==> src/rtl/mem_pkg.sv <==
// Shared types and constants for the memory-response stage.
// Load-size codes, FSM states and the default exception-flag index.
package mem_pkg;

    localparam logic [1:0] LD_B = 2'd0;
    localparam logic [1:0] LD_H = 2'd1;
    localparam logic [1:0] LD_W = 2'd2;
    localparam logic [1:0] LD_D = 2'd3;

    localparam int EXC_BIT_DEF = 2;

    typedef enum logic [1:0] {
        S_IDLE = 2'd0,
        S_WAIT = 2'd1,
        S_FULL = 2'd2,
        S_DROP = 2'd3
    } mem_state_e;

endpackage

==> src/rtl/mem_resp_stage_load_align.sv <==
// Load data alignment: shifts the addressed lane down and then
// sign- or zero-extends it to the full bus width.
module load_align
    import mem_pkg::*;
#(
    parameter int DATA_W = 32,
    parameter int OFF_W  = $clog2(DATA_W/8)
) (
    input  logic [DATA_W-1:0] rdata,
    input  logic [OFF_W-1:0]  addr,
    input  logic [1:0]        size,
    input  logic              unsgn,
    output logic [DATA_W-1:0] data
);

    logic [DATA_W-1:0] sh;
    logic [DATA_W-1:0] mask;
    logic              sbit;

    assign sh = rdata >> {addr, 3'b000};

    // A 32-bit word mask is all ones on a 32-bit bus, so size 3 and
    // word loads collapse to the same unextended result there.
    always_comb begin
        mask = '1;
        sbit = 1'b0;
        unique case (size)
            LD_B: begin
                mask = DATA_W'(8'hff);
                sbit = sh[7];
            end
            LD_H: begin
                mask = DATA_W'(16'hffff);
                sbit = sh[15];
            end
            LD_W: begin
                mask = DATA_W'(32'hffff_ffff);
                sbit = sh[31];
            end
            LD_D: begin
                mask = '1;
                sbit = 1'b0;
            end
            default: begin
                mask = '1;
                sbit = 1'b0;
            end
        endcase
    end

    assign data = (sh & mask) | ({DATA_W{sbit & ~unsgn}} & ~mask);

endmodule

==> src/rtl/mem_resp_stage.sv <==
// MEM stage that waits on the data-bus response, buffers read data
// while WB stalls and discards responses orphaned by a flush.
module mem_resp_stage
    import mem_pkg::*;
#(
    parameter int DATA_W  = 32,
    parameter int EXC_W   = 82,
    parameter int EXC_BIT = EXC_BIT_DEF,
    parameter int RA_W    = 5
) (
    input  logic              clk,
    input  logic              reset,
    input  logic              EX_MEM_valid,
    output logic              MEM_allowin,
    input  logic [31:0]       EX_pc,
    input  logic [DATA_W-1:0] EX_alu_result,
    input  logic              EX_res_from_mem,
    input  logic              EX_mem_req,
    input  logic              EX_rf_we,
    input  logic [RA_W-1:0]   EX_rf_waddr,
    input  logic              EX_csr_re,
    input  logic [1:0]        EX_ld_size,
    input  logic              EX_ld_unsigned,
    input  logic [EXC_W-1:0]  EX_except_bus,
    input  logic              data_sram_data_ok,
    input  logic [DATA_W-1:0] data_sram_rdata,
    input  logic              WB_allowin,
    input  logic              WB_EXC_signal,
    output logic              MEM_WB_valid,
    output logic [31:0]       MEM_pc,
    output logic              MEM_rf_we,
    output logic              MEM_csr_re,
    output logic [RA_W-1:0]   MEM_rf_waddr,
    output logic [DATA_W-1:0] MEM_rf_wdata,
    output logic [EXC_W-1:0]  MEM_except_bus,
    output logic              MEM_EXC_signal,
    output logic              MEM_ld_pending
);

    localparam int OFF_W = $clog2(DATA_W/8);

    mem_state_e state, state_nxt;

    logic [31:0]       pc_q;
    logic [DATA_W-1:0] alu_q;
    logic              res_q;
    logic              we_q;
    logic [RA_W-1:0]   waddr_q;
    logic              csr_q;
    logic [1:0]        size_q;
    logic              uns_q;
    logic [EXC_W-1:0]  exc_q;
    logic [DATA_W-1:0] rbuf;

    logic              ready_go;
    logic              accept;
    logic              mem_valid;
    logic              rbuf_en;
    mem_state_e        acc_state;
    logic [DATA_W-1:0] ld_src;
    logic [DATA_W-1:0] ld_data;

    assign ready_go  = (state == S_FULL)
                     | ((state == S_WAIT) & data_sram_data_ok);
    assign MEM_allowin = reset | (state == S_IDLE)
                       | (ready_go & WB_allowin);
    assign accept    = EX_MEM_valid & MEM_allowin & ~WB_EXC_signal;
    assign acc_state = EX_mem_req ? S_WAIT : S_FULL;
    assign mem_valid = (state == S_WAIT) | (state == S_FULL);

    always_comb begin
        state_nxt = state;
        rbuf_en   = 1'b0;
        unique case (state)
            S_IDLE: begin
                if (accept) state_nxt = acc_state;
            end
            S_WAIT: begin
                if (WB_EXC_signal) begin
                    state_nxt = data_sram_data_ok ? S_IDLE : S_DROP;
                end else if (data_sram_data_ok) begin
                    if (WB_allowin) begin
                        state_nxt = accept ? acc_state : S_IDLE;
                    end else begin
                        state_nxt = S_FULL;
                        rbuf_en   = 1'b1;
                    end
                end
            end
            S_FULL: begin
                if (WB_EXC_signal) begin
                    state_nxt = S_IDLE;
                end else if (WB_allowin) begin
                    state_nxt = accept ? acc_state : S_IDLE;
                end
            end
            S_DROP: begin
                if (data_sram_data_ok) state_nxt = S_IDLE;
            end
            default: state_nxt = S_IDLE;
        endcase
    end

    always_ff @(posedge clk) begin
        if (reset) begin
            state   <= S_IDLE;
            pc_q    <= '0;
            alu_q   <= '0;
            res_q   <= 1'b0;
            we_q    <= 1'b0;
            waddr_q <= '0;
            csr_q   <= 1'b0;
            size_q  <= '0;
            uns_q   <= 1'b0;
            exc_q   <= '0;
            rbuf    <= '0;
        end else begin
            state <= state_nxt;
            if (accept) begin
                pc_q    <= EX_pc;
                alu_q   <= EX_alu_result;
                res_q   <= EX_res_from_mem;
                we_q    <= EX_rf_we;
                waddr_q <= EX_rf_waddr;
                csr_q   <= EX_csr_re;
                size_q  <= EX_ld_size;
                uns_q   <= EX_ld_unsigned;
                exc_q   <= EX_except_bus;
            end
            if (rbuf_en) rbuf <= data_sram_rdata;
        end
    end

    // Live bus data while waiting, buffered data once parked in FULL.
    assign ld_src = (state == S_WAIT) ? data_sram_rdata : rbuf;

    load_align #(.DATA_W(DATA_W)) u_align (
        .rdata (ld_src),
        .addr  (alu_q[OFF_W-1:0]),
        .size  (size_q),
        .unsgn (uns_q),
        .data  (ld_data)
    );

    assign MEM_WB_valid   = ready_go & ~reset;
    assign MEM_pc         = pc_q;
    assign MEM_rf_we      = we_q & mem_valid & ~reset;
    assign MEM_csr_re     = csr_q & mem_valid & ~reset;
    assign MEM_rf_waddr   = waddr_q;
    assign MEM_rf_wdata   = reset ? '0 : (res_q ? ld_data : alu_q);
    assign MEM_except_bus = reset ? '0 : exc_q;
    assign MEM_EXC_signal = mem_valid & exc_q[EXC_BIT] & ~reset;
    assign MEM_ld_pending = (state == S_WAIT) & res_q & ~reset;

endmodule

==> config.mk <==
export PLATFORM = sky130hd
export DESIGN_NAME = mem_resp_stage
export DESIGN_NICKNAME = d
export VERILOG_FILES = /design/src/rtl/mem_pkg.sv /design/src/rtl/mem_resp_stage_load_align.sv /design/src/rtl/mem_resp_stage.sv
export SDC_FILE = /design/constraint.sdc
export NUM_CORES = 1
export LEC_CHECK = 0
export CORE_MARGIN = 2
export CORE_UTILIZATION = 30
export DETAILED_ROUTE_END_ITERATION = 8
export GPL_TIMING_DRIVEN = 0
export PLACE_DENSITY = 0.62
export SETUP_SLACK_MARGIN = 0.02
export SLEW_MARGIN = 0
export SYNTH_ARGS = -nofsm -noshare
export SYNTH_HDL_FRONTEND = slang
export SYNTH_HIERARCHICAL = 1
export SYNTH_SLANG_ARGS = --single-unit
==> constraint.sdc <==
create_clock -name clk -period 5.7 [get_ports clk]
set_input_delay 1.71 -clock clk [delete_from_list [all_inputs] [get_ports clk]]
set_output_delay 1.71 -clock clk [all_outputs]
set_load 0.01 [all_outputs]
==> impl_metrics.toml, run 1 <==
[timing]
slew_headroom = 0.536
drv_slew = 0
min_period_over_period = 0.985
rsz0062_at_grt = "false"
finalSetupViolations = 0
tns_ps = 0
max_freq_mhz = 178
max_slew.worst_pin.slew_ps = 696
post-route-min-period_ps = 5610
hold_viol_final = 0
finClkSkew_ps = 9.64

[floorplanning]
die_w_um = 177
initial_core_util = 0.304
dieArea_um2 = 31400
ios = 353
core_area_um2 = 29600
die_y_um = 177
fp-row-count = 63

[finish]
final_core_util = 0.460
nets = 1755
areaGrowthSynthToFinish_pct = 51.2
antenna_cells = 0
drive_above_1_share = 0.103
finalInstanceArea_um2 = 13600

[critical_path]
cp_cell_sequence = "clkdlybuf4s50_1 > mux2_2 > mux2_4 > and3_4 > o21ai_4 > bufbuf_16 > nand3_2 > mux2i_1 > nor2_1 > clkdlybuf4s15_1"
crit_type = "primary input to output pin"
cp.arrival_ps = 3900
crit_path_end_kind = "output pin"
cpPeakStageDelay_ps = 430
crit_fanout = 5
cp.required_ps = 3990
cp-start-kind = "primary input"
crit_path_top_delay_cell = "clkdlybuf4s50_1"
critPathTopFamily = "buffers and inverters"
cp_num_buf_inv = 3

[route]
antenna_left = 0
wl_mm = 33.9
wire_per_inst_um = 17.3
drtPass1Iterations = 5
drc_errors = 0
viasPerCell = 4.73
vias = 9271
dr.first_iter.drc_count = 589

[clocking]
clk_pin_slew_ps = 70
cts_tree = "done"
cts-buffers-inserted = 17
clock_path_buffers = 2
cts.sinks = 191
worstSkewPairLatency_ps = 450
htree_levels = 4
postCtsHoldBufs = 0
cts_root_buf = "clkbuf_16"

[synth]
ys_seq_area_frac = 0.424
ys_seq_elements = 191
synth.avg_cell_area_um2 = 7.63
synth_cells = 1181
synth-main-ff-cell = "dfxtp_1"
async_flop_share = 0
yosysUniqueCellTypes = 41
yosys_warnings = 6
yosysTopAreaCell = "dfxtp_1"
yosysTopAreaCellShare = 0.424
syn-cell-area_um2 = 9010
synthTopCellsByArea = "dfxtp_1, nand2_1, a21oi_1"
synth_edf_count = 0
synth_fp_nets = 1381

[global_routing]
grt_pass1_vias = 9008
grt_pass1_wl_mm = 50.6
grt_usage = 0.211
overflow = 0
use_met2 = 0.371
grt_busiest_layer = "met2"
antenna_found_initial = 1
grt_max_degree = 20
grtUsageMet3 = 0.0653
grt_util_met1 = 0.243

[place]
hpwl_mm = 26.3
placed_area_um2 = 13000
place_congestion = 0.855
io_buffers = 352

[pwr]
vdd_ir_drop_max_mv = 0.189
p_per_area_nw_per_um2 = 283
leakage_uw = 0.00507
intPower_uw = 2610
p_sw_frac = 0.324
p_comb_frac = 0.294
power_frac_clock = 0.322
power.switching_uw = 1250
seq_power_share = 0.384

[min_path]
hold_class = "register to register"

[flow_run]
drv_cap = 0

[run_status]
status = "finished, final reports clean"
-- Yosys cell counts (9+ instances only) --
cell type,number
clkbuf_1,45
mux2_2,40
dfxtp_1,191
a211oi_1,9
buf_2,26
nand2_1,395
a21oi_1,208
nand3_2,10
buf_4,15
nor2b_1,94
nor2_1,45
mux2i_1,40
-- layout make-up --
class / count / area, um^2
clock buffers: 17 / 425
multi-input cells: 891 / 4700
clock inverters: 15 / 170
plain buffers: 95 / 492
flip-flops and latches: 191 / 3820
repair buffers: 355 / 3510
inverters: 4 / 15.0
fillers: 3012 / 16000
well taps: 390 / 488
-- metrics by stage --
step	hold slack [ps]	total power (uW)	setup WS, ps	cells
finish	450	3860	86.2	1958
global route	469	4040	21.3	1958
CTS	452	3890	31.7	1958
detailed placement	442	2630	-472	1923
global placement	437	2620	-536	1923
floorplan	432	2150	922	1181
-- power groups by stage --
stage	clock network (uW)	logic [uW]	registers (uW)
after global placement	0	1100	1510
after detailed placement	0	1110	1520
after global routing	1320	1230	1500
final	1240	1130	1480
after floorplan	0	636	1510
after CTS	1270	1140	1480
-- routing by layer --
layer  up-vias  routed length, um  part of all wire
li1       4593                  -                 -
met1      4316              13600              0.40
met2       314              16800              0.50
met3        46               2680             0.079
met4         2                780             0.023
met5         -                 16           0.00047
-- sequential cells by signal, summed over array words and instances, names as in the netlist --
register,flops
we_q,1
exc_q,82
MEM_rf_waddr,5
uns_q,1
size_q,2
rbuf,32
MEM_pc,32
state,2
csr_q,1
res_q,1
alu_q,32
-- path summary, 6_finish.rpt --
kind | end | startpoint | slack, ps | cells past startpoint
max | MEM_rf_wdata[28] | data_sram_rdata[15] | 90 | 10
min | exc_q[6]$_SDFFE_PP0N_ | exc_q[6]$_SDFFE_PP0N_ | 450 | 2
max reg2reg | rbuf[15]$_SDFFE_PP0P_ | state[1]$_SDFFE_PP0P_ | 3580 | 7
min reg2reg | exc_q[6]$_SDFFE_PP0N_ | exc_q[6]$_SDFFE_PP0N_ | 450 | 2
-- layout by cell type (no fill, tap or decap), drive strengths merged --
| master | netlist | final |
|---|---|---|
| or2 | 1 | 1 |
| clkdlybuf4s15 | 0 | 6 |
| a221o | 1 | 1 |
| dfxtp | 191 | 191 |
| clkdlybuf4s50 | 0 | 327 |
| o21bai | 2 | 2 |
| ha | 4 | 4 |
| a31oi | 1 | 1 |
| clkbuf | 45 | 75 |
| a21oi | 208 | 208 |
| o21ai | 9 | 9 |
| nor2 | 45 | 45 |
| nand2 | 397 | 397 |
| nor4bb | 1 | 1 |
| a2bb2oi | 1 | 1 |
| nand3 | 18 | 18 |
| and3b | 1 | 1 |
| clkinvlp | 0 | 2 |
| nand2b | 2 | 2 |
| nor2b | 94 | 94 |
| bufinv | 0 | 1 |
| dlygate4sd2 | 0 | 5 |
| a211oi | 9 | 9 |
| inv | 4 | 12 |
| buf | 50 | 53 |
| o21a | 1 | 1 |
| clkinv | 0 | 4 |
| mux2 | 41 | 41 |
| a21boi | 1 | 1 |
| nor4 | 1 | 1 |
| mux2i | 40 | 40 |
| a2111oi | 1 | 1 |
| o221a | 1 | 1 |
| bufbuf | 0 | 1 |
| and3 | 3 | 3 |
| a211o | 2 | 2 |
| and2 | 6 | 6 |
-- repair_timing --
action	CTS	global route
pin swaps	2	0
endpoints found under the setup margin	45	20
cloned	1	0
setup buffers	2	0
gates resized for setup	37	32
hold endpoints to repair	0	0
-- worst register-to-register path, stage by stage, from the launching register on --
cell	delay (ps)
dfxtp_1	340
inv_1	90
ha_1	190
clkbuf_1	450
nand3_1	370
clkbuf_1	340
nand2_1	140
a21oi_1	70
-- kinds of logic (layout without fill, tap and decap cells) --
family,Yosys count,count (layout),synth area share
simple gates,569,569,0.278
compound gates,237,237,0.141
flops,191,191,0.424
buf+inv,99,486,0.0553
mux,81,81,0.0961
fa+ha+maj,4,4,0.00556
No activity file was read; power rests on OpenSTA's default activity.
==> run 2: changes to the inputs <==
--- a/config.mk
+++ b/config.mk
@@ -5,11 +5,14 @@
 export SDC_FILE = /design/constraint.sdc
 export NUM_CORES = 1
 export LEC_CHECK = 0
+export CELL_PAD_IN_SITES_DETAIL_PLACEMENT = 2
+export CELL_PAD_IN_SITES_GLOBAL_PLACEMENT = 2
 export CORE_MARGIN = 2
-export CORE_UTILIZATION = 30
+export CORE_UTILIZATION = 25
+export CTS_CLUSTER_SIZE = 8
 export DETAILED_ROUTE_END_ITERATION = 8
 export GPL_TIMING_DRIVEN = 0
-export PLACE_DENSITY = 0.62
+export PLACE_DENSITY = 0.87
 export SETUP_SLACK_MARGIN = 0.02
 export SLEW_MARGIN = 0
 export SYNTH_ARGS = -nofsm -noshare
==> impl_metrics.toml, run 2 (synthesis gave the netlist of run 1 again) <==
[pwr]
intPower_uw = 2690
vdd_ir_drop_max_mv = 0.222
power.switching_uw = 1330
leakage_uw = 0.00514
p_per_area_nw_per_um2 = 291
power_frac_clock = 0.326
seq_power_share = 0.372
p_sw_frac = 0.330
p_comb_frac = 0.302

[run_status]
status = "finished, final reports clean"

[clocking]
cts_root_buf = "clkbuf_16"
cts_tree = "done"
clock_path_buffers = 2
worstSkewPairLatency_ps = 470
clk_pin_slew_ps = 70
cts.sinks = 191
cts-buffers-inserted = 17
htree_levels = 4

[min_path]
hold_depth = 2
min_to = "exc_q[0]$_SDFFE_PP0N_"
hp-start = "exc_q[0]$_SDFFE_PP0N_"
hold_class = "register to register"

[flow_run]
drv_cap = 0

[route]
drtPass1Iterations = 4
viasPerCell = 4.77
wl_mm = 42.6
wl_met1_mm = 16.8
antenna_left = 0
wl_met3_mm = 3.14
vias = 9726
dr_wl_met2_mm = 21.3
wire_per_inst_um = 20.9
drc_errors = 0
top_layer_used = "met5"
dr.first_iter.drc_count = 265

[global_routing]
grt_max_degree = 18
grt_pass1_vias = 11002
grt_pass1_wl_mm = 64.5
overflow = 0
antenna_found_initial = 6
grt_usage = 0.224

[critical_path]
ff2ff_path_depth = 8
crit_path_end_kind = "output pin"
crit_type = "primary input to output pin"
cp-start-kind = "primary input"
r2r_start = "state[0]$_SDFFE_PP0P_"
crit_fanout = 10
cp.arrival_ps = 3910
rrSetupSlack_ps = 3480
cp.required_ps = 3990
r2r_end = "exc_q[65]$_SDFFE_PP0N_"

[finish]
nets = 1761
finalInstanceArea_um2 = 13800
areaGrowthSynthToFinish_pct = 53.4
largest_register_ffs = 82
top_register = "exc_q"
final_common_cell = "nand2_1"
layout_common_cells = "nand2_1, clkdlybuf4s50_1, a21oi_1, dfxtp_1, nor2b_1"
drive_above_1_share = 0.110

[place]
placed_area_um2 = 13100
hpwl_mm = 32.5
io_buffers = 352
place_congestion = 0.826

[timing]
max_slew.worst_pin.slew_ps = 777
finalSetupViolations = 0
tns_ps = 0
max_freq_mhz = 178
finClkSkew_ps = 15.5
slew_headroom = 0.480
rsz0062_at_grt = "false"
hold_viol_final = 0
post-route-min-period_ps = 5620
min_period_over_period = 0.986
drv_slew = 0

[floorplanning]
fp-row-count = 69
die_y_um = 194
die_w_um = 194
dieArea_um2 = 37600
core_area_um2 = 35600
ios = 353
initial_core_util = 0.253
==> run 2: changes by cell type in the layout (fill, tap and decap cells not counted), sizes merged, moves of 2 or more <==
cell	before	now
clkbuf	75	68
buf	53	63
inv	12	9
dlygate4sd2	5	10
bufinv	1	3
diode	0	6
==> run 2: repair_timing <==
action                                  CTS  global route
gates cloned                              0             1
buffers inserted                          8             0
gates resized for setup                  49            36
pin swaps                                 6             2
hold endpoints to repair                  0             0
hold buffers                              0             0
endpoints found under the setup margin   47            33
==> run 2: power by group through the flow <==
stage	clock [uW]	combinational, uW	sequential, uW
2_1_floorplan	0	636	1510
3_3_place_gp	0	1130	1520
3_5_place_dp	0	1160	1520
4_1_cts	1330	1200	1490
5_1_grt	1390	1310	1500
6_report	1310	1210	1490
==> run 2: worst max-delay path by stage <==
| stage | from | end | cells past startpoint |
|---|---|---|---|
| 2_1_floorplan | data_sram_rdata[31] | MEM_rf_wdata[21] | 8 |
| 3_3_place_gp | reset | MEM_rf_wdata[1] | 6 |
| 3_5_place_dp | reset | MEM_rf_wdata[17] | 6 |
| 4_1_cts | data_sram_rdata[15] | MEM_rf_wdata[21] | 11 |
| 5_1_grt | data_sram_rdata[23] | MEM_rf_wdata[18] | 10 |
| 6_report | data_sram_rdata[23] | MEM_rf_wdata[26] | 9 |
==> run 2: metrics by stage <==
stage	worst slack [ps]	std cells	hold WS (ps)	total power [uW]	util
after floorplan	922	1181	432	2150	-
after global placement	-646	1994	437	2640	0.369
after detailed placement	-717	1994	446	2680	0.369
after CTS	22.1	2034	458	4020	0.387
after global routing	34.5	2039	475	4200	0.388
final	80.6	2041	454	4010	0.388
==> run 2: worst max-delay path: stages <==
cell             delay [ps]
clkdlybuf4s50_1         460
mux2_2                  350
a211o_1                 380
nand2_4                 140
buf_6                   180
nand3_2                  80
mux2i_1                 180
nor2_1                  110
dlygate4sd2_1           320
==> run 2: layout make-up <==
class                           count  area, um^2
Antenna cell                        6        15.0
Buffer                             95         498
Clock buffer                       17         425
Clock inverter                     15         184
Fill cell                        4071       21800
Inverter                            4        15.0
Multi-Input combinational cell    891        4740
Sequential cell                   191        3820
Tap cell                          461         577
Timing Repair Buffer              361        3540
==> run 2: layer usage <==
metal  track usage  vias to the layer above
li1              -                     4616
met1         0.240                     4743
met3        0.0769                       68
met5             0                        -
met4        0.0909                        2
met2         0.400                      297
